File: src/rtl/ca_rule_sequencer.sv
// ca_rule_sequencer
//   Runs an elementary cellular automaton on a ring of WIDTH cells for a
//   programmable number of generations. One shared 3-input rule lookup
//   evaluates one cell per cycle into a next-row buffer. The buffered row is
//   committed to state_out when the last cell of a generation is evaluated.
//
// Ports
//   clk        rising-edge clock
//   reset      synchronous, active-high
//   start      begin a run (accepted only in IDLE, ignored when abort is high)
//   abort      cancel any run, return to IDLE without a done pulse
//   seed       initial row, sampled on accepted start
//   num_gens   generation count, sampled on accepted start
//   busy       high while in RUN or DONE
//   done       one-cycle pulse on run completion
//   state_out  last committed row
//   gen_count  generations committed in the current/last run
//
// state  | meaning
// IDLE   | waiting for start
// RUN    | evaluating one cell per cycle, committing a row every WIDTH cycles
// DONE   | done pulse cycle, returns to IDLE

module ca_rule_sequencer #(
  parameter int          WIDTH = 8,
  parameter logic [7:0]  RULE  = 8'h73,
  parameter int          GW    = 8
) (
  input  logic             clk,
  input  logic             reset,
  input  logic             start,
  input  logic             abort,
  input  logic [WIDTH-1:0] seed,
  input  logic [GW-1:0]    num_gens,
  output logic             busy,
  output logic             done,
  output logic [WIDTH-1:0] state_out,
  output logic [GW-1:0]    gen_count
);

  localparam int IW = (WIDTH > 1) ? $clog2(WIDTH) : 1;
  localparam logic [IW-1:0] LAST = IW'(WIDTH - 1);

  typedef enum logic [1:0] {
    ST_IDLE,
    ST_RUN,
    ST_DONE
  } state_t;

  state_t           fsm;
  logic [IW-1:0]    idx;
  logic [WIDTH-1:0] next_row;
  logic [GW-1:0]    num_gens_q;

  logic [IW-1:0]    left_idx;
  logic [IW-1:0]    right_idx;
  logic [2:0]       lut_idx;
  logic             cell_val;
  logic [WIDTH-1:0] commit_row;
  logic [GW-1:0]    gen_inc;

  // Neighbourhood is always taken from the committed row, never from the
  // partially built next row, so every cell of a generation sees the same input.
  always_comb begin
    left_idx  = (idx == LAST) ? '0 : idx + IW'(1);
    right_idx = (idx == '0) ? LAST : idx - IW'(1);
    lut_idx   = {state_out[left_idx], state_out[idx], state_out[right_idx]};
    cell_val  = RULE[3'd7 - lut_idx];
    // The last cell goes straight into the committed row rather than via the buffer.
    commit_row = next_row;
    commit_row[WIDTH-1] = cell_val;
    gen_inc = gen_count + GW'(1);
  end

  always_ff @(posedge clk) begin
    if (reset) begin
      fsm        <= ST_IDLE;
      busy       <= 1'b0;
      done       <= 1'b0;
      state_out  <= '0;
      gen_count  <= '0;
      idx        <= '0;
      next_row   <= '0;
      num_gens_q <= '0;
    end else if (abort) begin
      fsm  <= ST_IDLE;
      busy <= 1'b0;
      done <= 1'b0;
      idx  <= '0;
    end else begin
      case (fsm)
        ST_IDLE: begin
          done <= 1'b0;
          if (start) begin
            state_out  <= seed;
            gen_count  <= '0;
            idx        <= '0;
            num_gens_q <= num_gens;
            busy       <= 1'b1;
            if (num_gens == '0) begin
              fsm  <= ST_DONE;
              done <= 1'b1;
            end else begin
              fsm <= ST_RUN;
            end
          end
        end
        ST_RUN: begin
          next_row[idx] <= cell_val;
          if (idx == LAST) begin
            state_out <= commit_row;
            gen_count <= gen_inc;
            idx       <= '0;
            if (gen_inc == num_gens_q) begin
              fsm  <= ST_DONE;
              done <= 1'b1;
            end
          end else begin
            idx <= idx + IW'(1);
          end
        end
        ST_DONE: begin
          fsm  <= ST_IDLE;
          busy <= 1'b0;
          done <= 1'b0;
        end
        default: begin
          fsm  <= ST_IDLE;
          busy <= 1'b0;
          done <= 1'b0;
        end
      endcase
    end
  end

endmodule

File: config.mk
export PLATFORM = sky130hd
export DESIGN_NAME = ca_rule_sequencer
export DESIGN_NICKNAME = d
export VERILOG_FILES = /design/src/rtl/ca_rule_sequencer.sv
export SDC_FILE = /design/constraint.sdc
export NUM_CORES = 1
export LEC_CHECK = 0
export ABC_AREA = 0
export CAP_MARGIN = 10
export CORE_ASPECT_RATIO = 1.25
export CORE_UTILIZATION = 44
export DETAILED_ROUTE_END_ITERATION = 10
export PLACE_DENSITY = 0.71
export RECOVER_POWER = 100
export SLEW_MARGIN = 20
export SYNTH_ARGS = -nofsm -noshare
export SYNTH_HDL_FRONTEND = slang
export SYNTH_SLANG_ARGS = --single-unit
export TNS_END_PERCENT = 50
File: constraint.sdc
create_clock -name clk -period 2.2 [get_ports clk]
set_input_delay 0.33 -clock clk [delete_from_list [all_inputs] [get_ports clk]]
set_output_delay 0.33 -clock clk [all_outputs]
set_load 0.02 [all_outputs]
==> results of run 1 <==
==> final timing paths <==
path                        from                  endpoint  cells past startpoint  slack (ps)
max          idx[1]$_SDFFE_PP0P_  next_row[6]$_SDFFE_PP0P_                      6         120
min            busy$_SDFFE_PP0P_         busy$_SDFFE_PP0P_                      2         440
max reg2reg  idx[1]$_SDFFE_PP0P_  next_row[6]$_SDFFE_PP0P_                      6         120
min reg2reg    busy$_SDFFE_PP0P_         busy$_SDFFE_PP0P_                      2         440
==> flip-flops by register name (all words and copies together) (netlist names) <==
name and cells:
done 1, num_gens_q 8, idx 3, busy 1, fsm 2, next_row 7, gen_count 8, state_out 8
==> tightest hold or removal path: cells and delay by family (launching register included) <==
family | cells | cell delay, ps
buf+inv | 1 | 50
flops | 1 | 310
compound gates | 1 | 50
==> layer usage <==
metal  track usage, %  vias to the layer above
li1                 -                     1079
met1             25.8                     1009
met2             43.8                       42
met3             4.12                        9
met4             9.11                        0
met5                0                        -
==> kinds of logic (layout without fill, tap and decap cells) <==
kind of cell / count (synthesis) / count (layout) / share of synthesized area, %
AND/OR/NAND/NOR: 120 / 120 / 27.1
AO/OA/AOI/OAI: 69 / 69 / 21.4
flip-flops: 38 / 38 / 35.0
buffers and inverters: 25 / 72 / 4.60
XOR/XNOR: 9 / 9 / 3.63
multiplexers: 8 / 8 / 5.41
adder cells (fa/ha/maj): 5 / 5 / 2.88
==> area by class of cell <==
type	instances	area share [%]
clock buffers	6	2.95
inverters	7	0.939
repair buffers	57	18.2
well taps	60	2.68
flip-flops and latches	38	27.2
clock inverters	2	0.447
multi-input cells	211	47.6
==> power breakdown <==
part           total [mW]  internal, mW  switching [mW]
combinational       0.220         0.105           0.114
sequential          0.737         0.709          0.0274
clock               0.506         0.252           0.254
==> Yosys cell counts, types with 2 or more instances <==
cell type	count
xnor2_1	7
nor3_1	9
clkbuf_1	13
ha_1	5
o41ai_1	3
or3_1	5
and3_1	3
a22oi_1	3
xor2_1	2
mux4_2	3
o21bai_1	2
a31oi_1	4
nor3b_1	5
nor2_1	31
nor4_1	3
buf_1	2
o31ai_1	2
inv_1	7
a211oi_1	7
dfxtp_1	38
o21ai_0	8
a211o_1	3
buf_2	2
nand2_1	39
a21oi_1	22
nor2b_1	5
and2_1	2
a311oi_1	7
and4_1	3
mux2i_1	5
nand2b_1	4
nand3_1	4
==> timing repair <==
item | in CTS | in global routing
resized for setup | 1 | 3
hold buffers | 0 | 0
setup endpoints to repair | 5 | 10
pin swaps | 1 | 0
==> impl_results.md, run 1 <==
* Initial Utilization at 46.0%
* Crit Path Class: register to register
* Area grow syn2layout at 28.7%
* First-pass GRT wire length at ~9400 µm
* Root buffer cell: clkbuf_8
* Delay-heaviest family, CP: compound AO/OA/AOI/OAI gates
* Num CTS Buffers at 5
* Crit Path Max Fanout at 8
* Clk sinks at 38
* Max VDD drop at around 0.00043 V
* Slew @ Worst Pin at 529 ps
* Maximum level of the CTS H-tree at 2
* Vias in the first global route at 2019
* Hold Slack at around 440 ps
* CP endpoint kind: register
* Nets at between 300 and 400
* Final estimated routing congestion in global placement at 0.885
* Total core area at 4730 µm²
* Hold Fails Final Rpt at 0
* DR pass1 iterations at 4
* Mapped Avg Cell Area at 7.94 µm²
* Die Area at between 5000 and 6000 µm²
* Setup TNS at 0 ps
* Hold crit path type: register to register
* Vias per Instance at 5.61
* Distinct cells, synth at 48
* Crit path cell chain: inv_1 > ha_4 > mux4_2 > o22ai_1 > o31a_1 > a211oi_1
* Starting DRT DRC Count at 79
* Most frequent cells in the layout: nand2_1 (39), dfxtp_1 (38), nor2_1 (31), a21oi_1 (22), dlygate4sd3_1 (19)
* Clk buf depth at 2
* Status: complete, no violations
* Routed wl met2 at 2910 µm
* Finished Core Util at 59.2%
* Mapped Nets at 299
* Post-synthesis cell count at around 270
* Layout Skew at 8.60 ps
* Slew Viols, Final at 0
* Total power at 1.46 mW
* Largest net degree at the start of global routing at 21
* Final worst path period share at 94.6%
* Initial antenna violation count at 0
* Mapped cell area at 2170 µm²
* FILL cells at between 400 and 500
* Clock Pin Slew Worst Setup and Hold Paths at about 80 ps
* Yosys top cell by area: dfxtp_1
* Final min period at around 2100 ps
* Final worst-path setup slack at 118 ps
* Total grt overflow at 0
* RSZ-0062 raised after global routing: no
* Ys async rst share at 0%
* N_diodes at 0
* Area contributors post-synth: dfxtp_1 (35%), nand2_1 (6.7%), nor2_1 (5.4%)
* Endpoints failing setup at 0
* Area occupied by multi-input gates at about 1300 µm²
* CP Launch Type: register
* Setup bufs post-CTS at 0
* Non-Filler Instances at about 380
* CTS tree: yes
* FMAX at 480 MHz
* Met3 wire length at 173 µm
* # IOs at 38
* Drt wl/cell at 14.7 µm
* Post-synth EDFFs at 0
* Synth warn at 0
* Worst slew margin at between 60% and 70%
* Pwr dens at 523 nW/µm²
* Placed Area at 2700 µm²
* Pleak at 1.04 nW
* Top sig layer: met4
* Synth Flop Type: dfxtp_1
* DP Cell Count at 373
* Detail Placement HPWL at 4260 µm
* Sequential standard cell area at 761 µm²
* Via count at 2139
* Routed Antenna Nets at 0
* # Max-Cap Violations at 0
* Share of layout cells above drive strength 1 at 11.2%
* Sequential area share after synthesis at 35.0%
* Die Y at 80.6 µm
* Yosys top cell area share at between 30% and 40%
* Critical Path RT at 2370 ps
* Commonest non-fill, non-tap cell in the layout: nand2_1
* Wire length on met1 at 2410 µm
* Slowest-stage cell, CP: mux4_2
* Final instance area at about 2800 µm²
* Pre-CTS WS at -23.3 ps
* #FFs+latches synth at 38
* Buf+Inv Stages, Crit Path at 1
* Critical path data arrival time at 2250 ps
* DRC violations left at 0
* PortBufs at 37
* Rows at 28
* Crit-path max cell delay at 500 ps
* Clk_lat worst skew at 290 ps
* WL final at 5610 µm
* Tot GR Track Use at between 20% and 30%
* Die Span X at 64.9 µm
No activity file was read; power rests on OpenSTA's default activity.
==> run 2: changes to the inputs <==
--- a/config.mk
+++ b/config.mk
@@ -7,10 +7,13 @@
 export LEC_CHECK = 0
 export ABC_AREA = 0
 export CAP_MARGIN = 10
+export CELL_PAD_IN_SITES_DETAIL_PLACEMENT = 0
+export CELL_PAD_IN_SITES_GLOBAL_PLACEMENT = 2
 export CORE_ASPECT_RATIO = 1.25
-export CORE_UTILIZATION = 44
+export CORE_UTILIZATION = 27
 export DETAILED_ROUTE_END_ITERATION = 10
-export PLACE_DENSITY = 0.71
+export GPL_TIMING_DRIVEN = 0
+export PLACE_DENSITY_LB_ADDON = 0.1
 export RECOVER_POWER = 100
 export SLEW_MARGIN = 20
 export SYNTH_ARGS = -nofsm -noshare
==> run 2 against run 1 <==
Net effect: critical path depth rose by 3; cell area rose by 5.9%; combinational power rose by 13%; routed wire length rose by 19%; first-iteration DRC count fell by 49%.
==> impl_results.md, run 2 (synthesis results as in run 1) <==
* Cell internal pwr at 1.16 mW (+8.7%)
* Switching part of the total power at 26.4% (-0.72 points)
* CP endpoint kind: register
* Hold Fails Final Rpt at 0 (unchanged)
* Clock Pin Slew Worst Setup and Hold Paths at 80 ps (about the same)
* Slowest-stage cell, CP: dfxtp_4
* Delay-heaviest family, CP: compound AO/OA/AOI/OAI gates
* Largest registers: gen_count x8, num_gens_q x8, state_out x8
* Area occupied by multi-input gates at 1400 µm² (+5.2%)
* Psw at 415 µW (+4.8%)
* PortBufs at 37 (unchanged)
* Crit Path Class: register to register
* Die Y at 102 µm (+27%)
* Hold crit path type: register to register
* Slew Viols, Final at 0 (unchanged)
* Crit path cell chain: buf_8 > clkinvlp_4 > ha_4 > mux2i_2 > a221oi_2 > a22o_1 > o31a_1 > buf_12 > o41ai_2
* Total power at 1.57 mW (+7.7%)
* CP Launch Type: register
* FILL cells at 854 (+87%)
* FMAX at 458 MHz (-4.7%)
* Die Span X at 82.3 µm (+27%)
* Via count at 2138 (-0.047%)
* First-pass GRT wire length at 11000 µm (+18%)
* Crit Path Max Fanout at 8 (unchanged)
* # Max-Cap Violations at 0 (unchanged)
* DR pass1 iterations at 4 (unchanged)
* Comb power frac at 15.7% (+0.7 points)
* Wire length on met1 at 2830 µm (+17%)
* RSZ-0062 raised after global routing: yes
* WL final at 6690 µm (+19%)
* Die Area at 8420 µm² (+61%)
* N_diodes at 0 (unchanged)
* Clk sinks at 38 (unchanged)
* Share of layout cells above drive strength 1 at 13.5% (+2.3 points)
* Drt wl/cell at 15.9 µm (+8.0%)
* CTS tree: yes
* Clk buf depth at 2 (unchanged)
* Vias in the first global route at 2139 (+5.9%)
* Routed Antenna Nets at 0 (unchanged)
* Most frequent cells in the layout: nand2_1 (39), dfxtp_1 (35), nor2_1 (31), a21oi_1 (22), dlygate4sd3_1 (20)
* Maximum level of the CTS H-tree at 2 (unchanged)
* Nets at 350 (+1.4%)
* Critical Path RT at 2390 ps (+20 ps)
* Rows at 36 (+29%)
* Tot GR Track Use at 17.6% (-5.8 points)
* Slew @ Worst Pin at 831 ps (+302 ps)
* Area grow syn2layout at 36.2%
* Total grt overflow at 0 (unchanged)
* Met3 wire length at 166 µm (-4.0%)
* Layout Skew at 8.76 ps (+0.162 ps)
* Num CTS Buffers at 5 (unchanged)
* Finished Core Util at 38.0% (-21 points)
* Vias per Instance at 5.08 (-9.5%)
* Pwr dens at 532 nW/µm² (+1.7%)
* Critical path data arrival time at 2380 ps (+130 ps)
* Sequential share of power at 46.7% (-3.7 points)
* Clock Power Share at 37.6% (+3.0 points)
* Final min period at 2180 ps (+102 ps)
* Total core area at 7790 µm² (+65%)
* # IOs at 38 (unchanged)
* Commonest non-fill, non-tap cell in the layout: nand2_1
* Root buffer cell: clkbuf_8
* Clk_lat worst skew at 290 ps (about the same)
* Endpoints failing setup at 0 (unchanged)
* Final estimated routing congestion in global placement at 0.713 (-19%)
* Status: complete, no violations
* DRC violations left at 0 (unchanged)
* Pleak at 1.08 nW (+3.1%)
* Starting DRT DRC Count at 40 (-49%)
* Largest net degree at the start of global routing at 13 (-38%)
* Initial antenna violation count at 0 (unchanged)
* Crit-path max cell delay at 370 ps (-130 ps)
* Top sig layer: met4
* Buf+Inv Stages, Crit Path at 3 (+2)
* Sequential standard cell area at 767 µm² (+0.82%)
* Initial Utilization at 27.9% (-18 points)
* Detail Placement HPWL at 4990 µm (+17%)
* Routed wl met2 at 3620 µm (+24%)
* Max VDD drop at 0.000269 V (-37%)
* Worst slew margin at 44.1% (-21 points)
* Final worst path period share at 99.3% (+4.6 points)
-- run 2: cell count changes in the layout (fill, tap and decap cells not counted), moves of 2 or more --
cell | before | now
a211oi_1 | 7 | 5
clkbuf_1 | 3 | 11
dfxtp_1 | 38 | 35
dfxtp_2 | 0 | 2
buf_1 | 0 | 2
inv_1 | 7 | 5
buf_4 | 17 | 7
o41ai_1 | 2 | 0
-- run 2: layer usage --
| layer | global-route usage [%] | up-vias |
|---|---|---|
| met3 | 2.50 | 6 |
| met4 | 4.59 | 0 |
| met1 | 19.9 | 1003 |
| met2 | 33.6 | 38 |
| met5 | 0 | - |
| li1 | - | 1091 |
-- run 2: worst min-delay path: stages, from the launching register on --
cell	delay, ps
dfxtp_1	310
inv_1	40
a21oi_1	50
-- run 2: final timing paths --
path,from,endpoint,slack (ps),cells past startpoint
max,idx[0]$_SDFFE_PP0P_,state_out[7]$_SDFFE_PP0P_,20,9
min,busy$_SDFFE_PP0P_,busy$_SDFFE_PP0P_,450,2
max reg2reg,idx[0]$_SDFFE_PP0P_,state_out[7]$_SDFFE_PP0P_,20,9
min reg2reg,busy$_SDFFE_PP0P_,busy$_SDFFE_PP0P_,450,2
-- run 2: what timing repair did --
| action | in CTS | in global routing |
|---|---|---|
| buffers inserted | 7 | 1 |
| hold buffers | 0 | 0 |
| resized for setup | 15 | 14 |
| setup endpoints to repair | 22 | 12 |
| pin swaps | 4 | 4 |
-- run 2: final cells by class --
| class | instances | area share [%] |
|---|---|---|
| inverters | 7 | 1.01 |
| plain buffers | 17 | 3.29 |
| well taps | 95 | 4.01 |
| clock buffers | 5 | 2.32 |
| clock inverters | 3 | 1.35 |
| multi-input cells | 211 | 47.3 |
| repair buffers | 45 | 14.8 |
| flip-flops and latches | 38 | 25.9 |
-- run 2: power by group through the flow --
stage	sequential, mW	combinational (mW)	clock (mW)
after floorplan	0.756	0.116	0
after global placement	0.752	0.226	0
after detailed placement	0.752	0.226	0
after CTS	0.737	0.252	0.621
after global routing	0.739	0.274	0.642
final	0.735	0.248	0.592
-- run 2: through the flow --
step                      hold slack, ps  setup WS, ps  std cells  setup TNS (ps)  cell area, µm²
after floorplan                      448          10.5        274               0            2180
after detailed placement             440          -456        406           -6470            2670
after CTS                            460          1.02        421               0            2920
after global routing                 492          -103        421            -992            2960
after global placement               444          -419        406           -5990            2670
final                                450          15.8        421               0            2960
==> run 3: changes to the inputs <==
--- a/config.mk
+++ b/config.mk
@@ -7,13 +7,12 @@
 export LEC_CHECK = 0
 export ABC_AREA = 0
 export CAP_MARGIN = 10
-export CELL_PAD_IN_SITES_DETAIL_PLACEMENT = 0
-export CELL_PAD_IN_SITES_GLOBAL_PLACEMENT = 2
 export CORE_ASPECT_RATIO = 1.25
-export CORE_UTILIZATION = 27
+export CORE_UTILIZATION = 44
+export CTS_CLUSTER_DIAMETER = 50
 export DETAILED_ROUTE_END_ITERATION = 10
 export GPL_TIMING_DRIVEN = 0
-export PLACE_DENSITY_LB_ADDON = 0.1
+export PLACE_DENSITY = 0.71
 export RECOVER_POWER = 100
 export SLEW_MARGIN = 20
 export SYNTH_ARGS = -nofsm -noshare
==> constraint.sdc (replaced) <==
create_clock -name clk -period 2.2 [get_ports clk]
set_input_delay 0.33 -clock clk [delete_from_list [all_inputs] [get_ports clk]]
set_output_delay 0.33 -clock clk [all_outputs]
set_load 0.05 [all_outputs]
==> run 3 against run 2 <==
Net effect: the flow now finishes with violations (setup timing); critical path type unchanged; flip-flop and latch count unchanged; die area is 38% lower; global-route usage is 6.2 points higher; critical path depth up 1; routed wire length decreased by 10%; highest routed layer unchanged; sequential share of layout area shrank 0.29 points; count of clock-buffer cells in the layout stayed put.
==> impl_results.md, run 3 (synthesis results as in run 1) <==
* Max VDD drop at 0.000397 V (+47%)
* Clk buf depth at 2 (unchanged)
* WL final at 5990 µm (-10%)
* Root buffer cell: clkbuf_8
* CP Launch Type: register
* Area occupied by multi-input gates at 1400 µm² (unchanged)
* Die Area at 5230 µm² (-38%)
* Hold Fails Final Rpt at 0 (unchanged)
* Total grt overflow at 0 (unchanged)
* Detail Placement HPWL at 4070 µm (-18%)
* Violations in the final reports: setup timing
* Non-Filler Instances at 391 (-7.1%)
* GR Util met1 at 26.0% (+6.1 points)
* Crit-path max cell delay at 360 ps (about the same)
* Setup TNS at -494 ps (-494 ps)
* Crit path cell chain: buf_8 > clkinvlp_4 > ha_4 > buf_6 > mux2i_1 > a221oi_1 > a22o_1 > o31a_1 > buf_12 > o41ai_2
* Via count at 2262 (+5.8%)
* Status: finished with violations
* Crit Path Max Fanout at 8 (unchanged)
* Most frequent cells in the layout: nand2_1 (39), dfxtp_1 (34), clkdlybuf4s50_1 (32), nor2_1 (31), a21oi_1 (21)
* Share of layout cells above drive strength 1 at 15.4% (+1.9 points)
* CP endpoint kind: register
* Pwr dens at 582 nW/µm² (+9.4%)
* Die Y at 80.6 µm (-21%)
* Critical path data arrival time at 2490 ps (+110 ps)
* Vias per Instance at 5.79 (+14%)
* Worst reg2reg setup slack at -80 ps (-100 ps)
* Rows at 28 (-22%)
* Slew Viols, Final at 0 (unchanged)
* Delay-heaviest family, CP: compound AO/OA/AOI/OAI gates
* RSZ-0062 raised after global routing: yes
* # Max-Cap Violations at 0 (unchanged)
* Crit Path Class: register to register
* Commonest non-fill, non-tap cell in the layout: nand2_1
* DP Cell Count at 371 (-8.6%)
* PortBufs at 37 (unchanged)
* Most Crowded Layer GR: met2
* Num CTS Buffers at 5 (unchanged)
* Met3 Use GR at 4.12% (+1.6 points)
* N_diodes at 0 (unchanged)
* Total core area at 4730 µm² (-39%)
* FMAX at 438 MHz (-4.3%)
* Nets at 355 (+1.4%)
* Sequential standard cell area at 766 µm² (-0.16%)
* Initial Utilization at 46.0% (+18 points)
* CTS tree: yes
* DR pass1 iterations at 4 (unchanged)
* Layout Skew at 8.17 ps (-0.592 ps)
* Endpoints failing setup at 8 (+8)
* Clock Pin Slew Worst Setup and Hold Paths at 90 ps (about the same)
* M2 GR Usage at 45.7% (+12 points)
* FILL cells at 418 (-51%)
* Slew @ Worst Pin at 732 ps (-99.8 ps)
* Clk sinks at 38 (unchanged)
* Buf+Inv Stages, Crit Path at 4 (+1)
* Die Span X at 64.9 µm (-21%)
* # IOs at 38 (unchanged)
* Final min period at 2280 ps (+97.6 ps)
* Area grow syn2layout at 37.6%
* Worst slew margin at 50.9% (+6.7 points)
* CTS Hold Bufs at 0 (unchanged)
* Clk_lat worst skew at 300 ps (about the same)
* Pre-CTS WS at -369 ps (+86.2 ps)
* Vias in the first global route at 2092 (-2.2%)
* Drt wl/cell at 15.3 µm (-3.6%)
* Initial antenna violation count at 0 (unchanged)
* DRC violations left at 0 (unchanged)
* Maximum level of the CTS H-tree at 2 (unchanged)
* Tot GR Track Use at 23.9% (+6.2 points)
* Largest net degree at the start of global routing at 14 (+1)
* Largest registers: gen_count x8, num_gens_q x8, state_out x8
* Final worst path period share at 104% (+4.4 points)
* Final estimated routing congestion in global placement at 0.819 (+15%)
* First-pass GRT wire length at 9560 µm (-13%)
* Slowest-stage cell, CP: dfxtp_2
* Starting DRT DRC Count at 116 (+190%)
* Hold crit path type: register to register
* Final worst-path setup slack at -81.8 ps (-97.6 ps)
* Total power at 1.74 mW (+10%)
* Routed Antenna Nets at 0 (unchanged)
* Pleak at 1.07 nW (-0.48%)
* Critical Path RT at 2410 ps (+20 ps)
==> run 3: changes by cell type in the layout (fill, tap and decap cells not counted), moves of 2 or more <==
cell / change
buf_4: +4
a211oi_2: +2
dfxtp_2: +2
clkinv_2: -2
dlygate4sd3_1: -15
a211oi_1: -2
clkdlybuf4s50_1: +15
==> run 3: per-layer routing <==
layer / share of wire, % / wire (µm)
met1: 38 / 2300
met2: 54 / 3260
met3: 5.2 / 312
met4: 2.0 / 121
met5: 0 / 0
==> run 3: worst register-to-register path, stage by stage, from the launching register on <==
cell and delay (ps):
dfxtp_2 360, buf_8 110, clkinvlp_4 120, ha_4 300, buf_6 110, mux2i_1 210, a221oi_1 110, a22o_1 260
o31a_1 280, buf_12 160, o41ai_2 190
==> run 3: final cells by class <==
type / instances / share of cell area [%]
flip-flops and latches: 38 / 25.6
repair buffers: 49 / 15.7
well taps: 60 / 2.51
clock buffers: 5 / 2.30
inverters: 7 / 1.00
multi-input cells: 211 / 46.8
clock inverters: 3 / 2.30
plain buffers: 18 / 3.72
==> run 3: path summary, 6_finish.rpt <==
kind | start | to | cells after the start
setup / recovery | idx[0]$_SDFFE_PP0P_ | state_out[7]$_SDFFE_PP0P_ | 10
hold / removal | busy$_SDFFE_PP0P_ | busy$_SDFFE_PP0P_ | 2
setup reg to reg | idx[0]$_SDFFE_PP0P_ | state_out[7]$_SDFFE_PP0P_ | 10
hold reg to reg | busy$_SDFFE_PP0P_ | busy$_SDFFE_PP0P_ | 2
==> run 3: report_power, final <==
| group | total (mW) | leakage, nW | switching (mW) | internal (mW) |
|---|---|---|---|---|
| clock network | 0.724 | 0.0683 | 0.269 | 0.455 |
| logic | 0.278 | 0.691 | 0.154 | 0.124 |
| registers | 0.738 | 0.311 | 0.0286 | 0.709 |
==> run 3: repair_timing <==
item                       in CTS  in global routing
pin swaps                       2                  5
setup buffers                   6                  5
hold endpoints to repair        0                  0
gates resized for setup        11                 17
cloned                          1                  0
setup endpoints to repair      21                 19
==> run 3: per-stage QoR <==
stage / area, µm² / utilization [%] / hold WS [ps]
3_5_place_dp: 2630 / 55.6 / 444
4_1_cts: 2890 / 61.1 / 454
5_1_grt: 2990 / 63.3 / 500
2_1_floorplan: 2180 / - / 448
3_3_place_gp: 2630 / 55.6 / 436
6_report: 2990 / 63.3 / 449
